### src/rtl/mem_arb_pkg.sv
// -----------------------------------------------------------------------------
// mem_arb_pkg
// Shared definitions for the memory arbiter slice: access-width codes, the
// lane-decode result type and helpers that turn (width, byte offset) into SRAM
// byte-lane enables and a right-aligned data mask.
// -----------------------------------------------------------------------------
package mem_arb_pkg;

    localparam int LANES = 4;

    // Access size codes as presented on ch_width_i (size in bytes)
    localparam logic [3:0] W_BYTE = 4'd1;
    localparam logic [3:0] W_HALF = 4'd2;
    localparam logic [3:0] W_WORD = 4'd4;

    typedef struct packed {
        logic             legal;
        logic [LANES-1:0] sel;
    } lane_t;

    // Alignment check plus lane select; anything not a legal size/offset pair
    // comes back with legal=0 and no lanes enabled.
    function automatic lane_t laneDecode(input logic [3:0] width, input logic [1:0] offs);
        lane_t r;
        r.legal = 1'b0;
        r.sel   = '0;
        case (width)
            W_BYTE: begin
                r.legal = 1'b1;
                r.sel   = 4'b0001 << offs;
            end
            W_HALF: begin
                if (!offs[0]) begin
                    r.legal = 1'b1;
                    r.sel   = 4'b0011 << offs;
                end
            end
            W_WORD: begin
                if (offs == 2'b00) begin
                    r.legal = 1'b1;
                    r.sel   = 4'b1111;
                end
            end
            default: ;
        endcase
        return r;
    endfunction

    // Right-aligned mask covering the bytes of an access of the given size
    function automatic logic [31:0] widthMask(input logic [3:0] width);
        logic [31:0] m;
        case (width)
            W_BYTE:  m = 32'h0000_00FF;
            W_HALF:  m = 32'h0000_FFFF;
            default: m = 32'hFFFF_FFFF;
        endcase
        return m;
    endfunction

endpackage

### src/rtl/mem_arb_rr_arbiter.sv
// -----------------------------------------------------------------------------
// rr_arbiter
// Round-robin arbiter: picks the first unmasked requester at or after the
// rotating pointer, then moves the pointer to one past the winner.
// Ports:
//   clk, rst          clock, synchronous active-low reset (pointer -> 0)
//   i_req[NUM_CH]     request vector
//   i_mask[NUM_CH]    channels excluded from this cycle's arbitration
//   o_gnt[NUM_CH]     one-hot grant (zero when nobody eligible)
//   o_gntIdx[CH_W]    index of the granted channel
//   o_gntValid        a grant was made this cycle
// -----------------------------------------------------------------------------
module rr_arbiter
    import mem_arb_pkg::*;
#(
    parameter int NUM_CH = 4,
    parameter int CH_W   = 2
) (
    input  logic              clk,
    input  logic              rst,
    input  logic [NUM_CH-1:0] i_req,
    input  logic [NUM_CH-1:0] i_mask,
    output logic [NUM_CH-1:0] o_gnt,
    output logic [CH_W-1:0]   o_gntIdx,
    output logic              o_gntValid
);

    logic [CH_W-1:0]   r_ptr;
    logic [NUM_CH-1:0] w_elig;

    // Scan from the pointer around the ring; the first eligible channel wins
    always_comb begin
        w_elig     = i_req & ~i_mask;
        o_gntValid = 1'b0;
        o_gntIdx   = '0;
        for (int k = 0; k < NUM_CH; k++) begin
            if (!o_gntValid && w_elig[CH_W'((int'(r_ptr) + k) % NUM_CH)]) begin
                o_gntValid = 1'b1;
                o_gntIdx   = CH_W'((int'(r_ptr) + k) % NUM_CH);
            end
        end
        o_gnt = o_gntValid ? (NUM_CH'(1) << o_gntIdx) : '0;
    end

    // Pointer only moves when something is granted, so idle cycles keep the
    // rotation where it was
    always_ff @(posedge clk) begin
        if (!rst) begin
            r_ptr <= '0;
        end else if (o_gntValid) begin
            r_ptr <= (o_gntIdx == CH_W'(NUM_CH - 1)) ? '0 : o_gntIdx + 1'b1;
        end
    end

endmodule

### src/rtl/mem_arb.sv
// -----------------------------------------------------------------------------
// mem_arb
// N-channel memory front end: round-robin arbitrates NUM_CH processor ports
// onto one synchronous SRAM, one access issued per cycle. The issue cycle
// drives the SRAM combinationally from the winner; the following cycle acks
// the winner and returns right-aligned, zero-extended read data.
// Ports:
//   clk, rst                       clock, synchronous active-low reset
//   ch_ce_i/we_i/addr_i/width_i/data_i   per-channel request (held until ack)
//   ch_ack_o, ch_err_o             one-hot completion pulse, error subset
//   ch_data_o                      read data, valid with ack
//   sram_ce/we/addr_o/sel_o/data_o SRAM command (word address, lane enables)
//   sram_data_i                    SRAM read data, valid cycle after sram_ce
//   stat_grant_o, stat_conf_o      only with MEM_ARB_STATS_EN: saturating
//                                  per-channel grant and conflict counters
// Build option: define MEM_ARB_STATS_EN to add the statistics counters.
// -----------------------------------------------------------------------------
module mem_arb
    import mem_arb_pkg::*;
#(
    parameter int NUM_CH = 4,
    parameter int ADDR_W = 32,
    parameter int DATA_W = 32,
    parameter int CH_W   = 2
) (
    input  logic                     clk,
    input  logic                     rst,
    input  logic [NUM_CH-1:0]        ch_ce_i,
    input  logic [NUM_CH-1:0]        ch_we_i,
    input  logic [NUM_CH*ADDR_W-1:0] ch_addr_i,
    input  logic [NUM_CH*4-1:0]      ch_width_i,
    input  logic [NUM_CH*DATA_W-1:0] ch_data_i,
    output logic [NUM_CH-1:0]        ch_ack_o,
    output logic [NUM_CH-1:0]        ch_err_o,
    output logic [DATA_W-1:0]        ch_data_o,
    output logic                     sram_ce,
    output logic                     sram_we,
    output logic [ADDR_W-1:0]        sram_addr_o,
    output logic [3:0]               sram_sel_o,
    output logic [DATA_W-1:0]        sram_data_o,
    input  logic [DATA_W-1:0]        sram_data_i
`ifdef MEM_ARB_STATS_EN
    ,
    output logic [NUM_CH*16-1:0]     stat_grant_o,
    output logic [15:0]              stat_conf_o
`endif
);

    logic [NUM_CH-1:0] w_req;
    logic [NUM_CH-1:0] w_mask;
    logic [NUM_CH-1:0] w_gnt;
    logic [CH_W-1:0]   w_gntIdx;
    logic              w_gntValid;
    logic              w_selWe;
    logic [ADDR_W-1:0] w_selAddr;
    logic [3:0]        w_selWidth;
    logic [DATA_W-1:0] w_selData;
    lane_t             w_lane;
    logic              w_issue;

    logic              r_respValid;
    logic [CH_W-1:0]   r_respCh;
    logic              r_respErr;
    logic              r_respRd;
    logic [1:0]        r_respOffs;
    logic [3:0]        r_respWidth;

    // Requests are ignored while reset is low so nothing reaches the SRAM.
    // The channel currently being acked still holds ce this cycle, so it is
    // masked to avoid granting a stale request twice.
    assign w_req  = ch_ce_i & {NUM_CH{rst}};
    assign w_mask = r_respValid ? (NUM_CH'(1) << r_respCh) : '0;

    rr_arbiter #(
        .NUM_CH (NUM_CH),
        .CH_W   (CH_W)
    ) u_arb (
        .clk        (clk),
        .rst        (rst),
        .i_req      (w_req),
        .i_mask     (w_mask),
        .o_gnt      (w_gnt),
        .o_gntIdx   (w_gntIdx),
        .o_gntValid (w_gntValid)
    );

    // Issue mux: AND-OR select of the winning channel's request fields
    always_comb begin
        w_selWe    = 1'b0;
        w_selAddr  = '0;
        w_selWidth = '0;
        w_selData  = '0;
        for (int c = 0; c < NUM_CH; c++) begin
            if (w_gnt[c]) begin
                w_selWe    = ch_we_i[c];
                w_selAddr  = ch_addr_i[c*ADDR_W +: ADDR_W];
                w_selWidth = ch_width_i[c*4 +: 4];
                w_selData  = ch_data_i[c*DATA_W +: DATA_W];
            end
        end
    end

    // Illegal accesses still win arbitration (and get an error ack) but never
    // touch the SRAM; all command fields idle at zero when nothing issues.
    always_comb begin
        w_lane      = laneDecode(w_selWidth, w_selAddr[1:0]);
        w_issue     = w_gntValid && w_lane.legal;
        sram_ce     = w_issue;
        sram_we     = w_issue && w_selWe;
        sram_addr_o = w_issue ? {2'b00, w_selAddr[ADDR_W-1:2]} : '0;
        sram_sel_o  = w_issue ? w_lane.sel : '0;
        sram_data_o = w_issue ? ((w_selData & widthMask(w_selWidth)) << {w_selAddr[1:0], 3'b000}) : '0;
    end

    // One-entry response stage: remembers who was granted and how to align
    // the read data coming back from the SRAM next cycle
    always_ff @(posedge clk) begin
        if (!rst) begin
            r_respValid <= 1'b0;
            r_respCh    <= '0;
            r_respErr   <= 1'b0;
            r_respRd    <= 1'b0;
            r_respOffs  <= '0;
            r_respWidth <= '0;
        end else begin
            r_respValid <= w_gntValid;
            r_respCh    <= w_gntIdx;
            r_respErr   <= w_gntValid && !w_lane.legal;
            r_respRd    <= !w_selWe;
            r_respOffs  <= w_selAddr[1:0];
            r_respWidth <= w_selWidth;
        end
    end

    // Responses are also gated by rst so an access in flight when reset
    // arrives never shows its ack
    always_comb begin
        ch_ack_o  = (r_respValid && rst) ? (NUM_CH'(1) << r_respCh) : '0;
        ch_err_o  = (r_respValid && rst && r_respErr) ? (NUM_CH'(1) << r_respCh) : '0;
        ch_data_o = (r_respValid && rst && !r_respErr && r_respRd)
                    ? ((sram_data_i >> {r_respOffs, 3'b000}) & widthMask(r_respWidth))
                    : '0;
    end

`ifdef MEM_ARB_STATS_EN
    logic [NUM_CH-1:0][15:0] r_grantCnt;
    logic [15:0]             r_confCnt;

    // Saturating grant and contention counters (contention = more than one
    // live request in a cycle, regardless of masking)
    always_ff @(posedge clk) begin
        if (!rst) begin
            r_grantCnt <= '0;
            r_confCnt  <= '0;
        end else begin
            for (int c = 0; c < NUM_CH; c++) begin
                if (w_gnt[c] && r_grantCnt[c] != 16'hFFFF) begin
                    r_grantCnt[c] <= r_grantCnt[c] + 16'd1;
                end
            end
            if ($countones(w_req) > 1 && r_confCnt != 16'hFFFF) begin
                r_confCnt <= r_confCnt + 16'd1;
            end
        end
    end

    assign stat_grant_o = r_grantCnt;
    assign stat_conf_o  = r_confCnt;
`endif

endmodule

### config.mk
export PLATFORM = sky130hd
export DESIGN_NAME = mem_arb
export DESIGN_NICKNAME = d
export VERILOG_FILES = /design/src/rtl/mem_arb_pkg.sv /design/src/rtl/mem_arb_rr_arbiter.sv /design/src/rtl/mem_arb.sv
export SDC_FILE = /design/constraint.sdc
export NUM_CORES = 1
export LEC_CHECK = 0
export BUFFER_PORTS_ARGS = -buffer_cell sky130_fd_sc_hd__buf_2
export CAP_MARGIN = 40
export CORE_AREA = 2 2 166 168
export DETAILED_ROUTE_END_ITERATION = 10
export DIE_AREA = 0 0 168 170
export GPL_TIMING_DRIVEN = 0
export SLEW_MARGIN = 20
export SYNTH_ARGS = -nofsm -noshare
export SYNTH_HDL_FRONTEND = slang
export SYNTH_SLANG_ARGS = --single-unit
### constraint.sdc
create_clock -name clk -period 5.2 [get_ports clk]
set_clock_uncertainty 0.15 [all_clocks]
set_input_delay 0.52 -clock clk [delete_from_list [all_inputs] [get_ports clk]]
set_output_delay 0.52 -clock clk [all_outputs]
set_load 0.03 [all_outputs]
[Word level (Yosys, flattened, before mapping)]
Cells that the tools add are included.
Storage, ports and cells
  bits in writable memories: 0
  output and inout port bits: 110
  memory bits (read-only): 0
  memories kept: 0
  bits in registers: 13
  bits in latches: 0
  input port bits: 314
Operators by class
  reduce and logical (&&, ||, !) cells: 17
  bitwise operators: 5
  add/sub/neg operators: 4
  multiply operators: 0
  equality and inequality tests: 6
  shift-type cells: 6
  div/mod/pow operators: 0
  muxes and demuxes: 50
  order comparisons: 4
Operators by type and width (number)
  $mux 32: 10
  $pmux 32 s2: 2
  $and 32x32->32: 2
  $mux 4: 9
  $shl 32x5->32: 1
  $shr 32x5->32: 1
  $mux 30: 1
  $lt 2x4->1 const B: 4
  $mux 1: 16
  $pmux 5 s3: 1
  $shl 1x2->4 const A: 3
  $logic_and 1x1->1: 10
  $mux 2: 5
  $mux 5: 2
  $and 4x4->4: 2
  $bmux 1 s2: 4
  $eq 4x1->1 const B: 2
  $eq 4x2->1 const B: 2
  $logic_not 1->1: 6
  $add 2x1->2 const B: 2
  $add 2x2->2 const B: 2
  $eq 4x3->1 const B: 1
  $not 4->4: 1
  $shl 2x2->4 const A: 1
  2 further kinds: 2

[Longest topological paths before layout]
  depth in word-level cells: 28
  gate-level depth with buffers: 19
  gate-level depth less buffers: 14

[By module]
A second synthesis with hierarchy kept.
Unflattened totals
  cell total of the unflattened synthesis: 675
  area total of the unflattened synthesis: 4371.7 sq um
Modules (own cells, without submodules)
  mem_arb: area each 4021.4 sq um, seq. area each 220.2 sq um, instances 1, cells each 642
  rr_arbiter: area each 350.3 sq um, seq. area each 40.0 sq um, instances 1, cells each 33

[Worst setup path before layout]
OpenSTA, ideal clock, no wires.
  path type: input port to output port
  start point: input ch_ce_i[1]
  end point: output sram_data_o[23]
  setup slack: 0.630 ns
  path buffers: 5
  cell stages on the path: 16
  arrival time: 3.900 ns
  path through: mux2_4 > o221a_4 > nor2_4 > buf_1 > nor2_1 > ha_1 > buf_6 > buf_2 > nor2b_1 > buf_2 > buf_2 > a221oi_1 > o31ai_1 > nand2_1 > a21o_1 > a211oi_1
On the way
  longest elaborated chain between the ends: 26
  elaborated cells between the ends (all ways): 54
  classes of those cells: eq/ne: 3; shift: 2; mux: 38; bitwise: 3; reduce/logical: 8
RTL lines
  from (decl): line mem_arb.sv:28  | input logic [NUM_CH-1:0] ch_ce_i,
  $and 4x4->4 *: line mem_arb.sv:71  | assign w_req = ch_ce_i & {NUM_CH{rst}};
  $and 4x4->4 *: line mem_arb_rr_arbiter.sv:33  | w_elig = i_req & ~i_mask;
  $bmux 1 s2: line mem_arb_rr_arbiter.sv:37  | if (!o_gntValid && w_elig[CH_W'((int'(r_ptr) + k) % NUM_CH)]) begin
  $mux 1 (implied by the code) (2 in a row): line mem_arb_rr_arbiter.sv:37
  $mux 1: line mem_arb_rr_arbiter.sv:37
  $logic_not 1->1: line mem_arb_rr_arbiter.sv:37
  $logic_and 1x1->1: line mem_arb_rr_arbiter.sv:37
  $mux 1: line mem_arb_rr_arbiter.sv:37
  [... 6 more ...]
  via u_arb.o_gntIdx[0]: line mem_arb_rr_arbiter.sv:24  | output logic [CH_W-1:0] o_gntIdx,
  $shl 1x2->4 *: line mem_arb_rr_arbiter.sv:42  | o_gnt = o_gntValid ? (NUM_CH'(1) << o_gntIdx) : '0;
  $mux 4 *: line mem_arb_rr_arbiter.sv:42
  $mux 4 / $mux 32 (equally long branches) (4 in a row): line mem_arb.sv:94  | if (w_gnt[c]) begin
  $eq 4x2->1 (tied with other cells): line mem_arb_pkg.sv:27, mem_arb_pkg.sv:52
  $pmux 32 s2 / $mux 5 (equally long branches): line mem_arb_pkg.sv:52, mem_arb_pkg.sv:39
  $and 32x32->32 / $pmux 5 s3 (equally long branches): line mem_arb.sv:112, mem_arb_pkg.sv:27
  $shl 32x5->32 / $logic_and 1x1->1 (equally long branches): line mem_arb.sv:112, mem_arb.sv:107
  $mux 32 *: line mem_arb.sv:112  | sram_data_o = w_issue ? ((w_selData & widthMask(w_selWidth)) << {w_selAddr[1:0], 3'b000}) : '0;
  to (decl): line mem_arb.sv:40  | output logic [DATA_W-1:0] sram_data_o,
Mark *: on every way through the listed nets, which the timed path passes. The rest lies on a longest branch. The select of a mux whose other input is x is not followed.

[Worst setup path after layout]
  start point: register r_respCh[0]
  end point: output sram_addr_o[13]
On the way
  longest elaborated chain between the ends: 28
  elaborated cells between the ends (all ways): 49
  classes of those cells: eq/ne: 3; shift: 2; mux: 34; bitwise: 2; reduce/logical: 8
RTL lines
  from (decl): line mem_arb.sv:62  | logic [CH_W-1:0] r_respCh;
  from (signal assigned): line mem_arb.sv:127  | r_respCh <= w_gntIdx;
  $shl 1x2->4 *: line mem_arb.sv:72  | assign w_mask = r_respValid ? (NUM_CH'(1) << r_respCh) : '0;
  $mux 4 *: line mem_arb.sv:72
  $not 4->4 *: line mem_arb_rr_arbiter.sv:33
  $and 4x4->4 *: line mem_arb_rr_arbiter.sv:33
  $bmux 1 s2: line mem_arb_rr_arbiter.sv:37
  $mux 1 (implied by the code) (2 in a row): line mem_arb_rr_arbiter.sv:37
  $mux 1: line mem_arb_rr_arbiter.sv:37
  $logic_not 1->1: line mem_arb_rr_arbiter.sv:37
  [... 8 more ...]
  $shl 1x2->4: line mem_arb_rr_arbiter.sv:42
  $mux 4: line mem_arb_rr_arbiter.sv:42
  $mux 32 (4 in a row): line mem_arb.sv:94
  $logic_not 2->1: line mem_arb_pkg.sv:39  | if (offs == 2'b00) begin
  $mux 5: line mem_arb_pkg.sv:39
  $pmux 5 s3: line mem_arb_pkg.sv:27  | case (width)
  $logic_and 1x1->1: line mem_arb.sv:107  | w_issue = w_gntValid && w_lane.legal;
  $mux 30 *: line mem_arb.sv:110  | sram_addr_o = w_issue ? {2'b00, w_selAddr[ADDR_W-1:2]} : '0;
  to (decl): line mem_arb.sv:38  | output logic [ADDR_W-1:0] sram_addr_o,
Mark *: on every way between the ends. The rest lies on a longest branch, timed or not. The select of a mux whose other input is x is not followed.

==> results.txt <==
----------------------------------------------------
[Status]
  Result of the run ... finished clean

[Clock tree]
  TritonCTS clock tree ... built
  Clock root buffer ... sky130_fd_sc_hd__clkbuf_16
  Number of buffers added by the clock tree synthesis step ... 3
  Worst-skew pair later-pin latency ... between 0.2 and 0.25 ns
  Number of sinks driven by the clock tree ... 13
  CTS Buffer Depth ... 2
  Clock input transition at the sequential cells of the worst setup and hold paths ... about 0.05 ns
  Total number of H-tree levels ... 1

[Critical path]
  Worst Setup SP ... r_respCh[0]
  Worst r2r src ... r_respCh[0]
  R2R cell count ... 17
  WP data arrival ... ~4.3 ns
  Start-to-end type of the worst setup path ... reg -> out
  Launching element type of the critical path ... flop
  Worst reg2reg endpoint ... r_respRd
  Largest fanout of any net on the critical path ... 10
  Endpoint type of the worst setup path ... output port
  Register-to-register setup slack ... 1.20 ns
  WP data required ... between 4 and 5 ns
  Setup crit end ... sram_addr_o[13]

[Detailed routing]
  Total Routed Length ... around 28000 microns
  Iteration-0 DRC Markers ... approximately 470
  Remaining antenna violation count after routing ... 0
  Total vias in the final route ... ~7400
  # DRC ... 0
  Detail-routed via count per cell ... about 5.0
  Routed wirelength normalized by instance count ... 19.2 microns
  Number of detailed-routing iterations run before antenna repair ... 5

[Power]
  Leakage power summed over all cells ... 3.52 nW
  Power per Cell Area ... 309 nW/um^2
  Peak supply drop ... 0.000129 V
  Post-layout total power ... 2.22 mW

[GRT]
  GRT Resource Usage Total ... 0.182
  Overall overflow remaining after global route ... 0
  Routing usage on met1 ... 0.228
  Met3 track utilization from global routing ... 0.0370
  Most crowded layer after global routing ... met2
  Antenna violations before repair ... 3
  GR met2 Demand/Resource ... 0.322
  Global-route wire length before repair ... about 40000 microns
  Pin count of the biggest net entering global routing ... 11
  Via count of the first global-routing pass ... around 7000

[STA]
  Setup violation total in the final timing report ... 0
  Max Clk Rate ... 0.199 GHz
  Total negative setup slack ... 0 ns
  Tmin final ... 5.01 ns
  Hold violation total from the final report ... 0
  Slew at the pin closest to its max-slew limit ... just under 0.7 ns
  Smallest hold slack ... 0.519 ns
  Worst slew margin relative to its limit ... 0.552
  Final slew viol count ... 0
  Final clock period utilization by the worst path ... 0.964

[Logic synthesis]
  Sequential-to-total area share from yosys stat ... 0.0592
  Number of distinct library cells after synthesis ... 57
  Top flip-flop cell by instance count after synthesis ... sky130_fd_sc_hd__dfxtp_1
  Yosys top cell area share ... 0.147
  FFs w/ async S/R, synth ... 0
  Total of warnings raised by yosys ... 0
  Top cells by area, synth ... sky130_fd_sc_hd__a221oi_1 15%, sky130_fd_sc_hd__a21oi_1 9.2%, sky130_fd_sc_hd__nor2b_1 9.0%
  Total standard cell area after synthesis ... ~4400 sq um
  Post-Syn Area per Cell ... approximately 6.3 sq um
  Cells after synthesis ... 695
  Flip-flop and latch count after synthesis ... 13
  Number of enable-type register cells in the synthesized netlist ... 0
  Library cell with the largest summed area after synthesis ... sky130_fd_sc_hd__a221oi_1

[Layout]
  Number of nets at the end of the flow ... around 1400
  Share of cells above drive strength 1 ... 0.457
  Area growth syn-to-layout ... 63.5%
  Most frequent cells in the layout ... 429 x sky130_fd_sc_hd__buf_2, 80 x sky130_fd_sc_hd__a21oi_1, 79 x sky130_fd_sc_hd__nor2_1, 66 x sky130_fd_sc_hd__a221oi_1, 63 x sky130_fd_sc_hd__nor2b_1
  Most common library cell in the layout ignoring fill and taps ... sky130_fd_sc_hd__buf_2

[Placement]
  Placer's final routability congestion estimate ... 0.888
  Port Buf Inserts ... around 420
  Estimated wirelength of the detail-placed design ... roughly 24000 microns

[Floorplanning]
  Starting density of the core ... 0.165
  Die Footprint ... roughly 29000 sq um
  Die W ... 168 microns
  Chip Height ... 170 microns
  Floorplan row count ... 60
  I/O pin count ... ~420
  Core region area ... roughly 27000 sq um

[Hold path]
  Critical hold path startpoint ... u_arb.r_ptr[1]
  Worst hold-check path type ... reg -> reg

[Flow run]
  Max-capacitance violation count ... 0

----------------------------------------------------
==> where the power goes <==
group	switching (mW)	internal [mW]
logic	1.24	0.704
registers	0.0156	0.125
clock network	0.0400	0.102
==> synthesized netlist by cell type (6+ instances only) <==
| cell type | instances |
|---|---|
| sky130_fd_sc_hd__o31ai_1 | 8 |
| sky130_fd_sc_hd__buf_2 | 16 |
| sky130_fd_sc_hd__a221oi_1 | 74 |
| sky130_fd_sc_hd__nand2b_1 | 8 |
| sky130_fd_sc_hd__mux2i_1 | 18 |
| sky130_fd_sc_hd__o22ai_1 | 9 |
| sky130_fd_sc_hd__nor2_1 | 79 |
| sky130_fd_sc_hd__dfxtp_1 | 13 |
| sky130_fd_sc_hd__and2_1 | 28 |
| sky130_fd_sc_hd__a211oi_1 | 29 |
| sky130_fd_sc_hd__buf_4 | 6 |
| sky130_fd_sc_hd__o21ai_0 | 8 |
| sky130_fd_sc_hd__nand2_1 | 27 |
| sky130_fd_sc_hd__nor2b_1 | 63 |
| sky130_fd_sc_hd__o22a_1 | 11 |
| sky130_fd_sc_hd__a21o_1 | 7 |
| sky130_fd_sc_hd__a21oi_1 | 81 |
| sky130_fd_sc_hd__inv_1 | 20 |
| sky130_fd_sc_hd__nor3_1 | 65 |
| sky130_fd_sc_hd__clkbuf_1 | 48 |
| sky130_fd_sc_hd__nand3b_1 | 6 |
==> logic make-up (layout without fill, tap and decap cells) <==
logic type | after synthesis | after routing | share of synthesized area
AOI/OAI and AO/OA | 255 | 255 | 0.417
xor gates and xnor gates | 2 | 2 | 0.00399
adders and majority gates | 4 | 4 | 0.0114
buffers and inverters | 102 | 526 | 0.104
DFF | 13 | 13 | 0.0592
muxes | 19 | 19 | 0.0444
other | 1 | 4 | 0.000853
and+or+nand+nor | 299 | 299 | 0.360
==> stage by stage <==
step | std cells | setup WS [ns] | util | cell area [sq um]
5_1_grt | 1461 | -0.0136 | 0.269 | 7180
3_5_place_dp | 1459 | -0.642 | 0.261 | 6940
2_1_floorplan | 696 | 0.630 | - | 4400
6_report | 1463 | 0.186 | 0.270 | 7180
3_3_place_gp | 1458 | -0.629 | 0.260 | 6930
4_1_cts | 1460 | 0.0707 | 0.267 | 7110
==> metal layers <==
metal | share of wire | wire length (microns) | up-vias
met2 | 0.48 | 13500 | 427
li1 | - | - | 3442
met1 | 0.42 | 11700 | 3438
met3 | 0.084 | 2370 | 43
met5 | 0.00032 | 9 | -
met4 | 0.020 | 559 | 2
==> layout make-up <==
| cell class | count | area (sq um) |
|---|---|---|
| antenna | 2 | 5.00 |
| buffer | 76 | 412 |
| clock buffer | 3 | 75.1 |
| clock inverter | 1 | 5.00 |
| fill | 3052 | 19500 |
| inverter | 23 | 86.3 |
| multi-input combinational | 581 | 3780 |
| sequential | 13 | 263 |
| tap | 341 | 427 |
| timing repair buffer | 423 | 2130 |
==> how the worst min path moves through the flow <==
stage	end	slack [ns]	cells after the start
finish	u_arb.r_ptr[1]	0.52	3
global placement	u_arb.r_ptr[1]	0.50	3
CTS	u_arb.r_ptr[1]	0.52	3
floorplan	u_arb.r_ptr[1]	0.47	3
global route	r_respCh[1]	0.60	3
detailed placement	u_arb.r_ptr[1]	0.53	3
==> registers in the layout (all words and copies together), names as in the netlist <==
| name | cells |
|---|---|
| r_respOffs | 2 |
| r_respErr | 1 |
| r_respCh | 2 |
| r_respRd | 1 |
| r_respValid | 1 |
| r_respWidth | 4 |
| u_arb.r_ptr | 2 |
==> critical path, cell delays in order, from the launching register on <==
cell and delay, ns:
sky130_fd_sc_hd__dfxtp_1 0.31, sky130_fd_sc_hd__buf_4 0.16, sky130_fd_sc_hd__mux2_4 0.32, sky130_fd_sc_hd__o221a_4 0.24
sky130_fd_sc_hd__nor2_4 0.14, sky130_fd_sc_hd__inv_2 0.11, sky130_fd_sc_hd__clkbuf_2 0.23, sky130_fd_sc_hd__nand2b_1 0.15
sky130_fd_sc_hd__ha_2 0.26, sky130_fd_sc_hd__clkbuf_4 0.23, sky130_fd_sc_hd__nor3b_2 0.24, sky130_fd_sc_hd__a211o_1 0.23
sky130_fd_sc_hd__nand4_1 0.19, sky130_fd_sc_hd__or2_1 0.27, sky130_fd_sc_hd__a21o_1 0.20, sky130_fd_sc_hd__buf_6 0.16
sky130_fd_sc_hd__buf_4 0.18, sky130_fd_sc_hd__nor2_1 0.23, sky130_fd_sc_hd__buf_2 0.25
==> what timing repair did <==
| item | CTS | global route |
|---|---|---|
| buffers inserted | 0 | 1 |
| endpoints found under the setup margin | 55 | 63 |
| gates resized for setup | 30 | 28 |
| hold buffers | 0 | 0 |
Power figures use the tool's default switching activity.
